File: src/rtl/util_gmii_frame_monitor.sv
// Passive GMII frame monitor: delimits frames on tx_en, checks preamble/SFD, length and errors, keeps stats.
// Latency: the frame report is registered and is visible the cycle after the edge that samples tx_en=0.
// Backpressure: none; this is a pure tap, it never stalls or drives the GMII bus.
module util_gmii_frame_monitor #(
   parameter int CNT_WIDTH    = 32,
   parameter int MIN_PREAMBLE = 1,
   parameter int MIN_LEN      = 64,
   parameter int MAX_LEN      = 1522
) (
   input  logic                 clk,
   input  logic                 rst_n,
   input  logic [7:0]           gmii_txd,
   input  logic                 gmii_tx_er,
   input  logic                 gmii_tx_en,
   input  logic                 clear,
   output logic                 frame_valid,
   output logic [15:0]          frame_length,
   output logic                 frame_good,
   output logic [CNT_WIDTH-1:0] frame_count,
   output logic [CNT_WIDTH-1:0] bad_count,
   output logic [CNT_WIDTH-1:0] byte_count
);

   // Sum width wide enough that the byte accumulator add cannot overflow before the saturation test.
   localparam int SW = ((CNT_WIDTH > 16) ? CNT_WIDTH : 16) + 1;

   localparam logic [CNT_WIDTH-1:0] CNT_MAX     = {CNT_WIDTH{1'b1}};
   localparam logic [15:0]          MIN_LEN_W   = 16'(MIN_LEN);
   localparam logic [15:0]          MAX_LEN_W   = 16'(MAX_LEN);
   localparam logic [2:0]           MIN_PRE_W   = 3'(MIN_PREAMBLE);
   localparam logic [7:0]           PRE_BYTE    = 8'h55;
   localparam logic [7:0]           SFD_BYTE    = 8'hD5;

   typedef enum logic [2:0] {
      SYNC,
      IDLE,
      PREAMBLE,
      DATA,
      DROP
   } state_t;

   state_t                 state_q, state_d;
   logic [15:0]            len_q, len_d;
   logic [2:0]             pre_cnt_q, pre_cnt_d;
   logic                   err_q, err_d;
   logic                   frame_valid_q, frame_valid_d;
   logic [15:0]            frame_length_q, frame_length_d;
   logic                   frame_good_q, frame_good_d;
   logic [CNT_WIDTH-1:0]   frame_count_q, frame_count_d;
   logic [CNT_WIDTH-1:0]   bad_count_q, bad_count_d;
   logic [CNT_WIDTH-1:0]   byte_count_q, byte_count_d;

   logic                   report;
   logic [15:0]            rpt_len;
   logic                   rpt_good;
   logic [SW-1:0]          byte_sum;

   // Frame delimiting FSM: tracks preamble, SFD, payload length and accumulated error.
   always_comb begin
      state_d   = state_q;
      len_d     = len_q;
      pre_cnt_d = pre_cnt_q;
      err_d     = err_q;
      report    = 1'b0;
      rpt_len   = 16'd0;
      rpt_good  = 1'b0;

      case (state_q)
         SYNC: begin
            // Wait for a gap so a frame already in flight at reset release is never reported.
            if (!gmii_tx_en) state_d = IDLE;
         end
         IDLE: begin
            if (gmii_tx_en) begin
               if (gmii_txd == PRE_BYTE) begin
                  state_d   = PREAMBLE;
                  pre_cnt_d = 3'd1;
               end else begin
                  state_d = DROP;
                  err_d   = 1'b1;
               end
            end
         end
         PREAMBLE: begin
            if (gmii_tx_en) begin
               if (gmii_txd == PRE_BYTE) begin
                  pre_cnt_d = (pre_cnt_q == 3'd7) ? pre_cnt_q : pre_cnt_q + 3'd1;
                  err_d     = err_q | gmii_tx_er;
               end else if (gmii_txd == SFD_BYTE) begin
                  state_d = DATA;
                  len_d   = 16'd0;
                  err_d   = err_q | gmii_tx_er | (pre_cnt_q < MIN_PRE_W);
               end else begin
                  state_d = DROP;
                  err_d   = 1'b1;
               end
            end else begin
               // Carrier dropped before the SFD: report a zero-length bad frame.
               report  = 1'b1;
               state_d = IDLE;
            end
         end
         DATA: begin
            if (gmii_tx_en) begin
               len_d = (len_q == 16'hFFFF) ? len_q : len_q + 16'd1;
               err_d = err_q | gmii_tx_er;
            end else begin
               report   = 1'b1;
               rpt_len  = len_q;
               rpt_good = !err_q && (len_q >= MIN_LEN_W) && (len_q <= MAX_LEN_W);
               state_d  = IDLE;
            end
         end
         DROP: begin
            if (!gmii_tx_en) begin
               report  = 1'b1;
               state_d = IDLE;
            end
         end
         default: state_d = SYNC;
      endcase

      if (report) begin
         err_d     = 1'b0;
         pre_cnt_d = 3'd0;
      end
   end

   // Report outputs and saturating statistics counters; clear overrides a coincident report.
   always_comb begin
      frame_valid_d  = report;
      frame_length_d = report ? rpt_len  : frame_length_q;
      frame_good_d   = report ? rpt_good : frame_good_q;
      frame_count_d  = frame_count_q;
      bad_count_d    = bad_count_q;
      byte_count_d   = byte_count_q;
      byte_sum       = SW'(byte_count_q) + SW'(rpt_len);

      if (clear) begin
         frame_count_d = '0;
         bad_count_d   = '0;
         byte_count_d  = '0;
      end else if (report) begin
         frame_count_d = (frame_count_q == CNT_MAX) ? frame_count_q : frame_count_q + 1'b1;
         if (!rpt_good) begin
            bad_count_d = (bad_count_q == CNT_MAX) ? bad_count_q : bad_count_q + 1'b1;
         end else if (byte_sum > SW'(CNT_MAX)) begin
            byte_count_d = CNT_MAX;
         end else begin
            byte_count_d = byte_sum[CNT_WIDTH-1:0];
         end
      end
   end

   // State and registered outputs; reset drops any partial frame without a report.
   always_ff @(posedge clk or negedge rst_n) begin
      if (!rst_n) begin
         state_q        <= SYNC;
         len_q          <= 16'd0;
         pre_cnt_q      <= 3'd0;
         err_q          <= 1'b0;
         frame_valid_q  <= 1'b0;
         frame_length_q <= 16'd0;
         frame_good_q   <= 1'b0;
         frame_count_q  <= '0;
         bad_count_q    <= '0;
         byte_count_q   <= '0;
      end else begin
         state_q        <= state_d;
         len_q          <= len_d;
         pre_cnt_q      <= pre_cnt_d;
         err_q          <= err_d;
         frame_valid_q  <= frame_valid_d;
         frame_length_q <= frame_length_d;
         frame_good_q   <= frame_good_d;
         frame_count_q  <= frame_count_d;
         bad_count_q    <= bad_count_d;
         byte_count_q   <= byte_count_d;
      end
   end

   assign frame_valid  = frame_valid_q;
   assign frame_length = frame_length_q;
   assign frame_good   = frame_good_q;
   assign frame_count  = frame_count_q;
   assign bad_count    = bad_count_q;
   assign byte_count   = byte_count_q;

endmodule

File: config.mk
export PLATFORM = sky130hd
export DESIGN_NAME = util_gmii_frame_monitor
export DESIGN_NICKNAME = d
export VERILOG_FILES = /design/src/rtl/util_gmii_frame_monitor.sv
export SDC_FILE = /design/constraint.sdc
export NUM_CORES = 1
export LEC_CHECK = 0
export CAP_MARGIN = 10
export CORE_ASPECT_RATIO = 2
export CORE_MARGIN = 1
export CORE_UTILIZATION = 58
export DETAILED_ROUTE_END_ITERATION = 8
export PLACE_DENSITY_LB_ADDON = 0.12
export REMOVE_ABC_BUFFERS = 1
export SLEW_MARGIN = 20
export SYNTH_ARGS = -nofsm -noshare
export SYNTH_HDL_FRONTEND = slang
export SYNTH_SLANG_ARGS = --single-unit
File: constraint.sdc
create_clock -name clk -period 6.8 [get_ports clk]
set_input_delay 1.7 -clock clk [delete_from_list [all_inputs] [get_ports clk]]
set_output_delay 1.7 -clock clk [all_outputs]
set_load 0.03 [all_outputs]
==> impl_results.md <==
* Clock power share at 52.6%
* Worst-margin pin slew at 0.896 ns
* Crit start category: input pin
* Clock latency at the later pin of the worst-skew pair at roughly 0.42 ns
* Leakage Power at about 4.2 nW
* Number of port buffers at about 130
* Setup Crit Path Kind: input pin to flop
* Non-filler cells, final at 1105
* Syn Inst Count at 827
* Synth Cell Area at between 7000 and 8000 µm²
* RSZ-0062 raised after global routing: no
* Switching portion of total power at 22.9%
* Skew final at 0.0113 ns
* Maximum vdd drop at 0.218 mV
* Die Span X at about 83 µm
* Number of synthesized flops with an enable pin at 0
* Synth top cells by count: dfrtp_1, nor2_1, o21ai_0
* Core Box Area at ~13000 µm²
* Synth cell types at 67
* CTS max path bufs at 2
* Comb power frac at 3.6%
* CTS Sinks at 137
* DRT Pass-1 Iters at 7
* Share of layout cells above drive strength 1 at approximately 6.3%
* RePlAce Congestion at 0.945
* TritonCTS clock tree: built
* Residual DRC at 0
* Area contributors post-synth: dfrtp_1, xor2_1, nor2_1, o21ai_0, ha_1
* Net count, final at 976
* #FFs+latches synth at 137
* Placed cell area at 8980 µm²
* CTS Hold Bufs at 0
* Post-DRT Antenna Nets at 0
* FFs w/ async S/R, synth at between 90% and 100%
* Antenna violations before repair at 0
* DPL Wire Length at between 10000 and 15000 µm
* Via count at 7042
* Crit-path max FO at 14
* Worst setup margin at 1.54 ns
* Placed insts at roughly 1100
* Reg power frac at 43.8%
* Maximum clock frequency at 0.190 GHz
* Final hold viol count at 0
* N_diodes at 0
* CTS resizes at 0
* Hold/Removal Path Class: flop to flop
* Ys flop type: dfrtp_1
* Fin util at around 74%
* Maxcap violations at 0
* Vias per inst at 6.37
* H-tree depth at 4
* CTS Buf Count at 17
* Die height at 165 µm
* Total GRT Usage at between 30% and 40%
* Global-route wire length before repair at 33300 µm
* CP Data Required Time at 7.12 ns
* Finish-stage setup viols at 0
* Synth area leader: dfrtp_1
* I/O pin cnt at around 130
* Row count at 59
* Cell-internal power at 1.47 mW
* Final period utilization at 77.3%
* Vias in the first global route at 7109
* Setup Fix Bufs, Post-CTS at 0
* Reg2Reg Depth at 13
* Pwr dens at 197 nW/µm²
* Most frequent cell after synthesis: dfrtp_1
* Total wire length at 20300 µm
* Sequential area share after synthesis at about 45%
* WL/cell at 18.4 µm
* Worst setup EP type: flop
* Root Driver: clkbuf_16
* Initial Util at 59.3%
* Post-route cell area at 9620 µm²
* Yosys top cell area share at 44.7%
* Largest net degree at the start of global routing at 81
* Pre-CTS setup slack at 1.13 ns
* Fin Setup TNS at 0 ns
* Relative slew slack at 40.1%
* Hold path depth at 1
* Synth warn at 0
* Post-Syn Area per Cell at ~9 µm²
* Clock transition at path regs at 0.07 ns
* Min Tclk post-route at around 5.3 ns
* P_sw at 434 µW
* Detailed Route Iter0 Violations at 645
* Overflow after GRT at 0
* Max-slew violations at 0
* Synth-to-layout area growth at 25.5%
* Critical path arrival at 5.58 ns
* Status: finished, final reports clean
* Die area at ~14000 µm²
==> layout make-up <==
class / instances / area, µm²
Tap cell: 152 / 190
Timing Repair Buffer: 130 / 1290
Fill cell: 954 / 3290
Clock buffer: 17 / 425
Multi-Input combinational cell: 637 / 4020
Inverter: 17 / 63.8
Clock inverter: 15 / 214
Sequential cell: 137 / 3430
==> power groups by stage <==
stage / combinational, mW / sequential (mW) / clock (mW)
3_3_place_gp: 0.0675 / 0.845 / 0
5_1_grt: 0.0773 / 0.832 / 1.05
3_5_place_dp: 0.0702 / 0.846 / 0
2_1_floorplan: 0.0224 / 0.847 / 0
4_1_cts: 0.0701 / 0.831 / 1.01
6_report: 0.0692 / 0.832 / 0.998
==> cell usage in the layout (no fill, tap or decap), types with 27 or more instances in the layout <==
master	synthesis	routed
and3_1	27	27
nor2_1	100	100
nand4_1	30	30
dfrtp_1	137	137
xor2_1	44	44
clkdlybuf4s50_1	0	124
a21oi_1	40	40
nand2_1	55	55
nand3_1	35	35
o21ai_0	60	60
==> path summary, 6_finish.rpt <==
check	startpoint	to	slack, ns
min reg2reg	frame_length[11]	frame_length[11]	0.48
min in group asynchronous	rst_n	byte_count[30]	1.27
min	frame_length[11]	frame_length[11]	0.48
max in group asynchronous	rst_n	bad_count[15]	4.19
max	gmii_tx_en	byte_count[27]	1.54
max reg2reg	state_q[1]	byte_count[27]	2.11
==> per-layer routing <==
| metal | global-route usage, % | wire length, µm | up-vias |
|---|---|---|---|
| li1 | - | - | 3222 |
| met1 | 31.1 | 7320 | 3445 |
| met2 | 57.2 | 11100 | 299 |
| met3 | 5.30 | 958 | 76 |
| met4 | 17.5 | 912 | 0 |
| met5 | 0 | 0 | - |
==> critical path, stage by stage <==
cell	delay (ns)
clkdlybuf4s50_1	0.65
and4bb_2	0.58
nand2_1	0.17
fa_1	0.46
and2b_1	0.24
o2111ai_2	0.19
a211oi_4	0.30
o22ai_2	0.21
or4_4	0.63
and2_1	0.23
a211oi_1	0.20
==> cells by family after synthesis <==
| kind of cell | Yosys count | synth area share [%] |
|---|---|---|
| AOI/OAI and AO/OA | 190 | 16.1 |
| DFF | 137 | 44.7 |
| muxes | 2 | 0.261 |
| buffers and inverters | 53 | 2.95 |
| and+or+nand+nor | 352 | 24.1 |
| xor gates and xnor gates | 70 | 8.00 |
| adders and majority gates | 23 | 3.85 |
==> stage by stage <==
stage / power, mW / hold slack (ns)
2_1_floorplan: 0.869 / 0.450
6_report: 1.90 / 0.484
3_3_place_gp: 0.913 / 0.462
4_1_cts: 1.91 / 0.485
3_5_place_dp: 0.916 / 0.469
5_1_grt: 1.96 / 0.502
==> flip-flops by register name, summed over array words and instances (netlist names) <==
name,flops
frame_valid,1
state_q,3
frame_length,16
frame_good,1
bad_count,32
len_q,16
frame_count,32
byte_count,32
pre_cnt_q,3
err_q,1
No activity file was read; power rests on OpenSTA's default activity.
